### src/rtl/dcache_miss_handler.sv
`timescale 1ns/1ps
`default_nettype none
// ============================================================================
// Module      : dcache_miss_handler
// Description : Dcache-side miss handler. Accepts one miss at a time,
//               optionally writes back a dirty victim block, issues a block
//               read to mem_ctrl and returns the refill block to the dcache.
//               Optional macro DCMH_PERF_CTR_EN adds saturating performance
//               counters (misses, write-backs, request stall cycles).
// Revision    : 1.0 - initial release
// ============================================================================
module dcache_miss_handler #(
  parameter int BLOCK_ADDR_WIDTH = 26,
  parameter int BLOCK_DATA_WIDTH = 64
) (
  input  logic                        clk,
  input  logic                        rst_aL,
  input  logic                        miss_valid,
  input  logic [BLOCK_ADDR_WIDTH-1:0] miss_block_addr,
  input  logic                        victim_dirty,
  input  logic [BLOCK_ADDR_WIDTH-1:0] victim_block_addr,
  input  logic [BLOCK_DATA_WIDTH-1:0] victim_block_data,
  output logic                        miss_ready,
  output logic                        req_valid,
  output logic                        req_type,
  output logic [BLOCK_ADDR_WIDTH-1:0] req_block_addr,
  output logic [BLOCK_DATA_WIDTH-1:0] req_block_data,
  input  logic                        req_ready,
  input  logic                        resp_valid,
  input  logic [BLOCK_DATA_WIDTH-1:0] resp_block_data,
  output logic                        fill_valid,
  output logic [BLOCK_ADDR_WIDTH-1:0] fill_block_addr,
  output logic [BLOCK_DATA_WIDTH-1:0] fill_block_data,
  output logic                        err_unexp_resp
`ifdef DCMH_PERF_CTR_EN
  ,
  output logic [31:0]                 perf_miss_cnt,
  output logic [31:0]                 perf_wb_cnt,
  output logic [31:0]                 perf_stall_cnt
`endif
);

  localparam logic [2:0] S_IDLE    = 3'd0;
  localparam logic [2:0] S_WB_REQ  = 3'd1;
  localparam logic [2:0] S_RD_REQ  = 3'd2;
  localparam logic [2:0] S_RD_WAIT = 3'd3;
  localparam logic [2:0] S_FILL    = 3'd4;

  logic [2:0]                  state_q, state_d;
  logic [BLOCK_ADDR_WIDTH-1:0] miss_addr_q;
  logic [BLOCK_ADDR_WIDTH-1:0] victim_addr_q;
  logic [BLOCK_DATA_WIDTH-1:0] victim_data_q;
  logic [BLOCK_DATA_WIDTH-1:0] fill_data_q;
  logic                        err_q;

  logic miss_hs;
  logic req_hs;

  assign miss_hs = miss_valid && (state_q == S_IDLE);
  assign req_hs  = req_valid && req_ready;

  // State register
  always_ff @(posedge clk) begin
    if (!rst_aL) state_q <= S_IDLE;
    else         state_q <= state_d;
  end

  // Next-state logic: one outstanding transaction, write-back before read
  always_comb begin
    state_d = state_q;
    case (state_q)
      S_IDLE:    if (miss_valid) state_d = victim_dirty ? S_WB_REQ : S_RD_REQ;
      S_WB_REQ:  if (req_ready)  state_d = S_RD_REQ;
      S_RD_REQ:  if (req_ready)  state_d = S_RD_WAIT;
      S_RD_WAIT: if (resp_valid) state_d = S_FILL;
      S_FILL:                    state_d = S_IDLE;
      default:                   state_d = S_IDLE;
    endcase
  end

  // Outputs decoded from state and captured registers only
  always_comb begin
    miss_ready     = 1'b0;
    req_valid      = 1'b0;
    req_type       = 1'b0;
    req_block_addr = '0;
    req_block_data = '0;
    fill_valid     = 1'b0;
    case (state_q)
      S_IDLE:   miss_ready = 1'b1;
      S_WB_REQ: begin
        req_valid      = 1'b1;
        req_type       = 1'b1;
        req_block_addr = victim_addr_q;
        req_block_data = victim_data_q;
      end
      S_RD_REQ: begin
        req_valid      = 1'b1;
        req_block_addr = miss_addr_q;
      end
      S_FILL:   fill_valid = 1'b1;
      default:  ;
    endcase
  end

  assign fill_block_addr = miss_addr_q;
  assign fill_block_data = fill_data_q;
  assign err_unexp_resp  = err_q;

  // Capture miss/victim info on accept and read data on the expected response
  always_ff @(posedge clk) begin
    if (!rst_aL) begin
      miss_addr_q   <= '0;
      victim_addr_q <= '0;
      victim_data_q <= '0;
      fill_data_q   <= '0;
    end else begin
      if (miss_hs) begin
        miss_addr_q   <= miss_block_addr;
        victim_addr_q <= victim_block_addr;
        victim_data_q <= victim_block_data;
      end
      if (resp_valid && (state_q == S_RD_WAIT)) begin
        fill_data_q <= resp_block_data;
      end
    end
  end

  // Sticky error: any response outside RD_WAIT (incl. same cycle as read accept)
  always_ff @(posedge clk) begin
    if (!rst_aL)                                 err_q <= 1'b0;
    else if (resp_valid && (state_q != S_RD_WAIT)) err_q <= 1'b1;
  end

`ifdef DCMH_PERF_CTR_EN
  logic [31:0] miss_cnt_q, wb_cnt_q, stall_cnt_q;

  // Saturating event counters
  always_ff @(posedge clk) begin
    if (!rst_aL) begin
      miss_cnt_q  <= '0;
      wb_cnt_q    <= '0;
      stall_cnt_q <= '0;
    end else begin
      if (miss_hs && (miss_cnt_q != 32'hFFFF_FFFF))
        miss_cnt_q <= miss_cnt_q + 32'd1;
      if (req_hs && req_type && (wb_cnt_q != 32'hFFFF_FFFF))
        wb_cnt_q <= wb_cnt_q + 32'd1;
      if (req_valid && !req_ready && (stall_cnt_q != 32'hFFFF_FFFF))
        stall_cnt_q <= stall_cnt_q + 32'd1;
    end
  end

  assign perf_miss_cnt  = miss_cnt_q;
  assign perf_wb_cnt    = wb_cnt_q;
  assign perf_stall_cnt = stall_cnt_q;
`else
  logic unused_req_hs;
  assign unused_req_hs = req_hs;
`endif

endmodule
`default_nettype wire

### config.mk
export PLATFORM = sky130hd
export DESIGN_NAME = dcache_miss_handler
export DESIGN_NICKNAME = d
export VERILOG_FILES = /design/src/rtl/dcache_miss_handler.sv
export SDC_FILE = /design/constraint.sdc
export NUM_CORES = 1
export LEC_CHECK = 0
export CAP_MARGIN = 20
export CORE_AREA = 2 2 144 146
export CTS_CLUSTER_SIZE = 30
export DETAILED_ROUTE_END_ITERATION = 10
export DIE_AREA = 0 0 146 148
export GPL_TIMING_DRIVEN = 0
export HOLD_SLACK_MARGIN = 0.02
export PLACE_DENSITY_LB_ADDON = 0.1
export RECOVER_POWER = 25
export SLEW_MARGIN = 20
export SYNTH_ARGS = -nofsm -noshare
export SYNTH_HDL_FRONTEND = slang
export SYNTH_SLANG_ARGS = --single-unit
### constraint.sdc
create_clock -name clk -period 2.8 [get_ports clk]
set_clock_uncertainty 0.05 [all_clocks]
set_input_delay 0.84 -clock clk [delete_from_list [all_inputs] [get_ports clk]]
set_output_delay 0.84 -clock clk [all_outputs]
set_load 0.01 [all_outputs]
==> results <==
-- routing by layer --
layer	up-vias	share of wire (%)
met3	56	8.2
met2	290	48
met1	3772	41
li1	3982	-
met5	-	0
met4	0	3.3
-- flip-flops by register name (all words and copies together) (netlist names) --
register and flops:
err_unexp_resp 1, state_q 3, fill_block_data 64, victim_addr_q 26, fill_block_addr 26, victim_data_q 64
-- worst max path at each step --
stage / startpoint / to / slack, ns / depth (start not counted)
finish: state_q[1]$_SDFFE_PN0P_ / req_valid / 0.07 / 7
global route: state_q[0]$_SDFFE_PN0P_ / req_block_data[6] / -0.04 / 6
CTS: state_q[2]$_SDFFE_PN0P_ / req_block_data[14] / -0.34 / 6
detailed placement: state_q[1]$_SDFFE_PN0P_ / req_block_addr[19] / -0.59 / 6
global placement: state_q[1]$_SDFFE_PN0P_ / req_block_addr[19] / -0.60 / 6
floorplan: state_q[1]$_SDFFE_PN0P_ / req_block_addr[10] / 0.52 / 5
-- timing repair --
item                                    4_1_cts  5_1_grt
gates cloned                                  0        1
pin swaps                                     1        2
buffers inserted                              5        4
resized for setup                           150      111
endpoints found under the setup margin      140       96
-- worst max-delay path: cells and delay by family (launching register included) --
kind	cells	cell delay [ns]
AND/OR/NAND/NOR	2	0.33
buffers and inverters	5	0.77
flip-flops	1	0.31
-- logic make-up after synthesis --
| group | count (synthesis) | share of synthesized area (%) |
|---|---|---|
| AND/OR/NAND/NOR | 442 | 28.39 |
| AO/OA/AOI/OAI | 211 | 15.69 |
| flip-flops | 184 | 49.63 |
| buffers and inverters | 96 | 6.288 |
-- per-stage QoR --
step	instance area, µm²	util (%)
floorplan	7422	-
global placement	11460	57.21
detailed placement	11460	57.21
CTS	12170	60.73
global route	12150	60.61
finish	12150	60.61
-- layout by cell type, fill, tap and decap left out, types with 3 or more instances in the layout --
| cell | Yosys | layout |
|---|---|---|
| clkdlybuf4s50_1 | 0 | 205 |
| dfxtp_1 | 184 | 183 |
| nand2_1 | 180 | 180 |
| nand3_1 | 180 | 180 |
| o21ai_0 | 159 | 159 |
| dlygate4sd3_1 | 0 | 72 |
| and2_1 | 64 | 64 |
| clkbuf_1 | 57 | 51 |
| dlymetal6s2s_1 | 0 | 39 |
| clkbuf_2 | 5 | 36 |
| a22o_1 | 26 | 26 |
| o21ai_1 | 21 | 21 |
| buf_2 | 14 | 20 |
| clkbuf_16 | 0 | 19 |
| buf_6 | 9 | 16 |
| buf_4 | 1 | 12 |
| clkdlybuf4s15_2 | 0 | 7 |
| nor2_1 | 5 | 5 |
| clkinvlp_4 | 0 | 5 |
| buf_8 | 1 | 4 |
| buf_1 | 7 | 4 |
| inv_6 | 0 | 4 |
| nand2b_1 | 3 | 3 |
-- report_power, final --
group | total (W) | leakage (nW) | internal (W) | switching [W]
clock | 0.00229 | 0.252 | 0.00123 | 0.00107
sequential | 0.00299 | 1.50 | 0.00285 | 0.000133
combinational | 0.00177 | 3.70 | 0.000868 | 0.000906
-- final cells by class --
type	count	area [µm²]	area share, %
clock inverters	12	118.9	0.9786
plain buffers	94	564.3	4.646
clock buffers	17	425.4	3.502
multi-input cells	653	3294	27.12
inverters	2	7.507	0.06180
repair buffers	380	3714	30.57
well taps	270	337.8	2.781
flip-flops and latches	184	3685	30.34
==> reports/results.tsv <==
stage	metric	value	unit
floorplanning	die span in y	148	µm
worst_setup_path	Slowest cell on crit path	dfxtp_1	
sta	Setup TNS	0	ns
clock_network	Clock Latency Late Sink	0.43	ns
sta	Min Hold Slack	0.3947	ns
clock_network	Reg clk slew, reported paths	0.07	ns
yosys	Yosys reg bits	184	
floorplanning	I/O pin cnt	371	
route	Vias	8100	
yosys	Syn Inst Count	933	
sta	fmax	365.7	MHz
global_routing	largest net degree at the start of global routing	17	
yosys	area leader, netlist	dfxtp_1	
global_routing	GRT Overall Usage	25.64	%
clock_network	TritonCTS Sinks	184	
global_routing	gr busiest metal	met2	
floorplanning	Initial Utilization	37.04	%
sta	Worst-Margin Slew	0.7535	ns
yosys	Synth area leaders	dfxtp_1 (50%), nand3_1 (12%), o21ai_0 (11%)	
placed_design	pre-CTS setup slack	-0.5949	ns
hold_path	min-delay worst type	reg2reg	
clock_network	Root Driver	clkbuf_16	
status	status	finished, final reports clean	
power_and_ir_drop	P_leak	5.453	nW
clock_network	Bufs on Longest Clock Path	2	
final_layout	layout cells sized above 1	10.06	%
worst_setup_path	kind of critical path	reg2out	
worst_setup_path	Worst EP required	1.91	ns
route	vias per cell	5.025	
power_and_ir_drop	Pwr Density	580.5	nW/µm²
yosys	sequential area share after synthesis	49.63	%
yosys	syn_nets	1119	
route	Initial DRC Count	433	
global_routing	initial antenna violation count	0	
global_routing	GRT met1 Usage	30.88	%
floorplanning	core area	20040	µm²
route	wire per inst	17.60	µm
route	drt total wl	28.37	mm
global_routing	number of global-route vias before repair	7692	
worst_setup_path	FF-to-FF Start	state_q[2]$_SDFFE_PN0P_	
placed_design	DP HPWL	20.70	mm
hold_path	Cells on Worst Hold Path	2	
worst_setup_path	Largest stage delay, worst path	0.31	ns
yosys	most frequent cell after synthesis	dfxtp_1	
placed_design	dpl cells	1573	
worst_setup_path	crit path capture type	output pin	
global_routing	GRT overflow	0	
route	drt first pass iters	6	
hold_path	Min-Delay Startpoint	victim_data_q[28]$_SDFFE_PN0P_	
sta	worst rel slew slack	49.77	%
floorplanning	chip width	146	µm
worst_setup_path	r2r setup slk	0.82	ns
sta	Final min period	2.734	ns
yosys	number of synthesized flops with an enable pin	0	
yosys	Synth async-reset ratio	0	%
floorplanning	Die Area	21610	µm²
yosys	Post-synth top flop	dfxtp_1	
power_and_ir_drop	VDD IR-drop max	0.0004381	V
route	residual DRC count	0	
sta	Final Max Tran Viols	0	
route	Final ANT Viol Nets	0	
sta	# setup viols final	0	
placed_design	IO Port Bufs	370	
yosys	top cells by count, synth	dfxtp_1 (184), nand2_1 (180), nand3_1 (180)	
final_layout	final net count	1518	
worst_setup_path	CP Max Fanout	7	
clock_network	cts hold-fix bufs	0	
worst_setup_path	CP cell instances	buf_6 > inv_2 > nor3_4 > buf_6 > buf_6 > or2_2 > dlygate4sd2_1	
yosys	top cell type's share of synthesized area	49.63	%
final_layout	synth-to-layout area growth	63.65	%
clock_network	# H-tree levels	4	
final_layout	Ant. Diodes	0	
final_layout	Fillers	1888	
power_and_ir_drop	total power	0.007051	W
flow_run	MaxCap Viol Count	0	
worst_setup_path	critical path arrival	1.84	ns
final_layout	Non-Filler Instances	1612	
worst_setup_path	Critical Path Source Type	register	
yosys	cell area after synthesis	7422	µm²
floorplanning	row count	52	
global_routing	first-pass GRT wire length	43.39	mm
worst_setup_path	Reg-to-Reg End	fill_block_addr[7]$_SDFFE_PN0P_	
hold_path	hold endpoint	victim_data_q[28]$_SDFFE_PN0P_	
yosys	mean post-synth cell area	7.955	µm²
global_routing	met2 global-route usage	42.76	%
yosys	Netlist cell types	30	
clock_network	CTS buffer count	17	
clock_network	CTS tree	yes	
sta	Final period util	97.65	%
sta	final setup margin	0.06578	ns
yosys	Synth Warn #	0	
worst_setup_path	Most common cell on crit path	buf_6	
global_routing	met3 usage	8.056	%
placed_design	gpl congestion	0.8365	
worst_setup_path	R2R depth	7	
sta	final hold violations	0	
Power figures use the tool's default switching activity.
==> edit (config.mk and constraints unchanged) <==
`BLOCK_DATA_WIDTH`: 64 -> 32.
--- a/src/rtl/dcache_miss_handler.sv
+++ b/src/rtl/dcache_miss_handler.sv
@@ -12,5 +12,5 @@
 module dcache_miss_handler #(
   parameter int BLOCK_ADDR_WIDTH = 26,
-  parameter int BLOCK_DATA_WIDTH = 64
+  parameter int BLOCK_DATA_WIDTH = 32
 ) (
   input  logic                        clk,
Interface: changed (resized fill_block_data, req_block_data, resp_block_data and victim_block_data); port bits go from 371 to 243. The function was not compared with the original's and may differ.
==> edit against the unedited design <==
Wire length down 33%; fmax shrank 0.33%; synthesized cell count down 34%; critical path depth is the same; largest cell class unchanged; power fell by 20%; first-iteration DRC count shrank 67%; sequential power fell by 34%; sequential cell count shrank 64; worst setup slack got worse by 0.0090 ns; die area unchanged; design area fell by 32%; synthesized area decreased by 34%.
==> edit: results (changes against the unedited design) <==
place_area_mm2: 0.007645  # -33%
routedWlPerCell_um: 16.41  # -6.7%
synth.distinct_cells: 29  # -3.3%
mux_share_of_post_synthesis_cell_area_pct: 0  # unchanged
timing.critical_path.arrival_ns: 1.85
syn_area_per_cell_um2: 7.985  # +0.37%
grtUsageMet3_pct: 6.389  # -1.7 points
gp_congestion: 0.7615  # -9.0%
met1_usage_pct: 22.92  # -8.0 points
numPlacedInstances: 1124  # -29%
p_leak_nw: 3.309  # -39%
worst_r2r_path_depth: 5  # -2
synthTopCellsByArea: "sky130_fd_sc_hd__dfxtp_1 49%, sky130_fd_sc_hd__nand3_1 12%, sky130_fd_sc_hd__o21ai_0 11%, sky130_fd_sc_hd__nand2_1 8.9%, sky130_fd_sc_hd__a22o_1 4.7%"
cts_buffers: 17  # unchanged
hold_path_startpoint: "victim_data_q[16]"
layout_cells_sized_above_1_pct: 12.00  # +1.9 points
max-vdd-ir-drop_uv: 400.8  # -8.5%
met3WireLength_um: 1583  # -32%
critical_path.startpoint: "state_q[1]"
post_cts_buffers: 4  # -1
drt_first_iter_violations: 143  # -67%
avgViaCountPerCell: 4.533  # -9.8%
grt_first_pass_wirelength_um: 29760  # -31%
relSlewSlack_pct: 51.24  # +1.5 points
synth_nets: 735  # -34%
num-nets-final: 1001  # -34%
vias_in_the_first_global_route: 5197  # -32%
hpwl_um: 13940  # -33%
yosysSeqAreaShare_pct: 49.08  # -0.55 points
globalRouteMet2Util_pct: 27.97  # -15 points
placement.setup.worst_slack_ns: -0.4713  # +0.1236 ns
globalRouteTotalUtil_pct: 17.70  # -7.9 points
synth.top_cells.by_count: "120 x sky130_fd_sc_hd__dfxtp_1, 116 x sky130_fd_sc_hd__nand2_1, 116 x sky130_fd_sc_hd__nand3_1"
status: "finished, final reports clean"
drtPass1Iterations: 4  # -2
io_buffers: 241  # -35%
sw_frac_of_total_pct: 28.46  # -1.4 points
detailroute.wirelength.met2_um: 8743  # -35%
worstPathMaxFanout: 10  # +3
post_route_m1_wl_um: 8545  # -26%
cts.repair.resized: 87  # -42%
clk_pin_slew_ns: 0.06
topRoutingLayerUsed: "met4"
synth-compound-area-share_pct: 17.25  # +1.6 points
drc: 0  # unchanged
synth-adder-area-share_pct: 0  # unchanged
final_cells: 1162  # -28%
-- edit: changes by cell type after synthesis, moves of 4 or more --
| cell | unedited run | this run |
|---|---|---|
| sky130_fd_sc_hd__o21ai_1 | 21 | 6 |
| sky130_fd_sc_hd__nand2_1 | 180 | 116 |
| sky130_fd_sc_hd__o21ai_0 | 159 | 110 |
| sky130_fd_sc_hd__and2_1 | 64 | 32 |
| sky130_fd_sc_hd__clkbuf_1 | 57 | 37 |
| sky130_fd_sc_hd__nand3_1 | 180 | 116 |
| sky130_fd_sc_hd__buf_6 | 9 | 5 |
| sky130_fd_sc_hd__dfxtp_1 | 184 | 120 |
-- edit: power groups by stage --
stage	Combinational (W)	Sequential, W	Clock, W
floorplan	0.000530	0.00201	0
global placement	0.00122	0.00201	0
detailed placement	0.00121	0.00201	0
CTS	0.00126	0.00198	0.00246
global route	0.00136	0.00200	0.00253
finish	0.00123	0.00198	0.00240
-- edit: path summary, 6_finish.rpt --
path                                       endpoint  slack [ns]
worst max-delay path             req_block_data[17]        0.06
worst min-delay path              victim_data_q[16]        0.40
worst max register to register  fill_block_data[29]        0.94
worst min register to register    victim_data_q[16]        0.40
-- edit: cell families after synthesis --
kind of cell / count (synthesis)
flip-flops: 120
AO/OA/AOI/OAI: 147
buffers and inverters: 64
AND/OR/NAND/NOR: 282
-- edit: area by class of cell --
cell class	instances	area, µm²
fill	2120	11800
tap	270	337.8
multi-input combinational	429	2208
inverter	2	7.507
timing repair buffer	247	2271
clock inverter	13	191.4
clock buffer	19	452.9
sequential	120	2404
buffer	62	362.8
-- edit: tightest hold or removal path: stages (launching register included) --
cell and delay (ns):
sky130_fd_sc_hd__dfxtp_1 0.31, sky130_fd_sc_hd__nand2_1 0.05, sky130_fd_sc_hd__o21ai_0 0.06
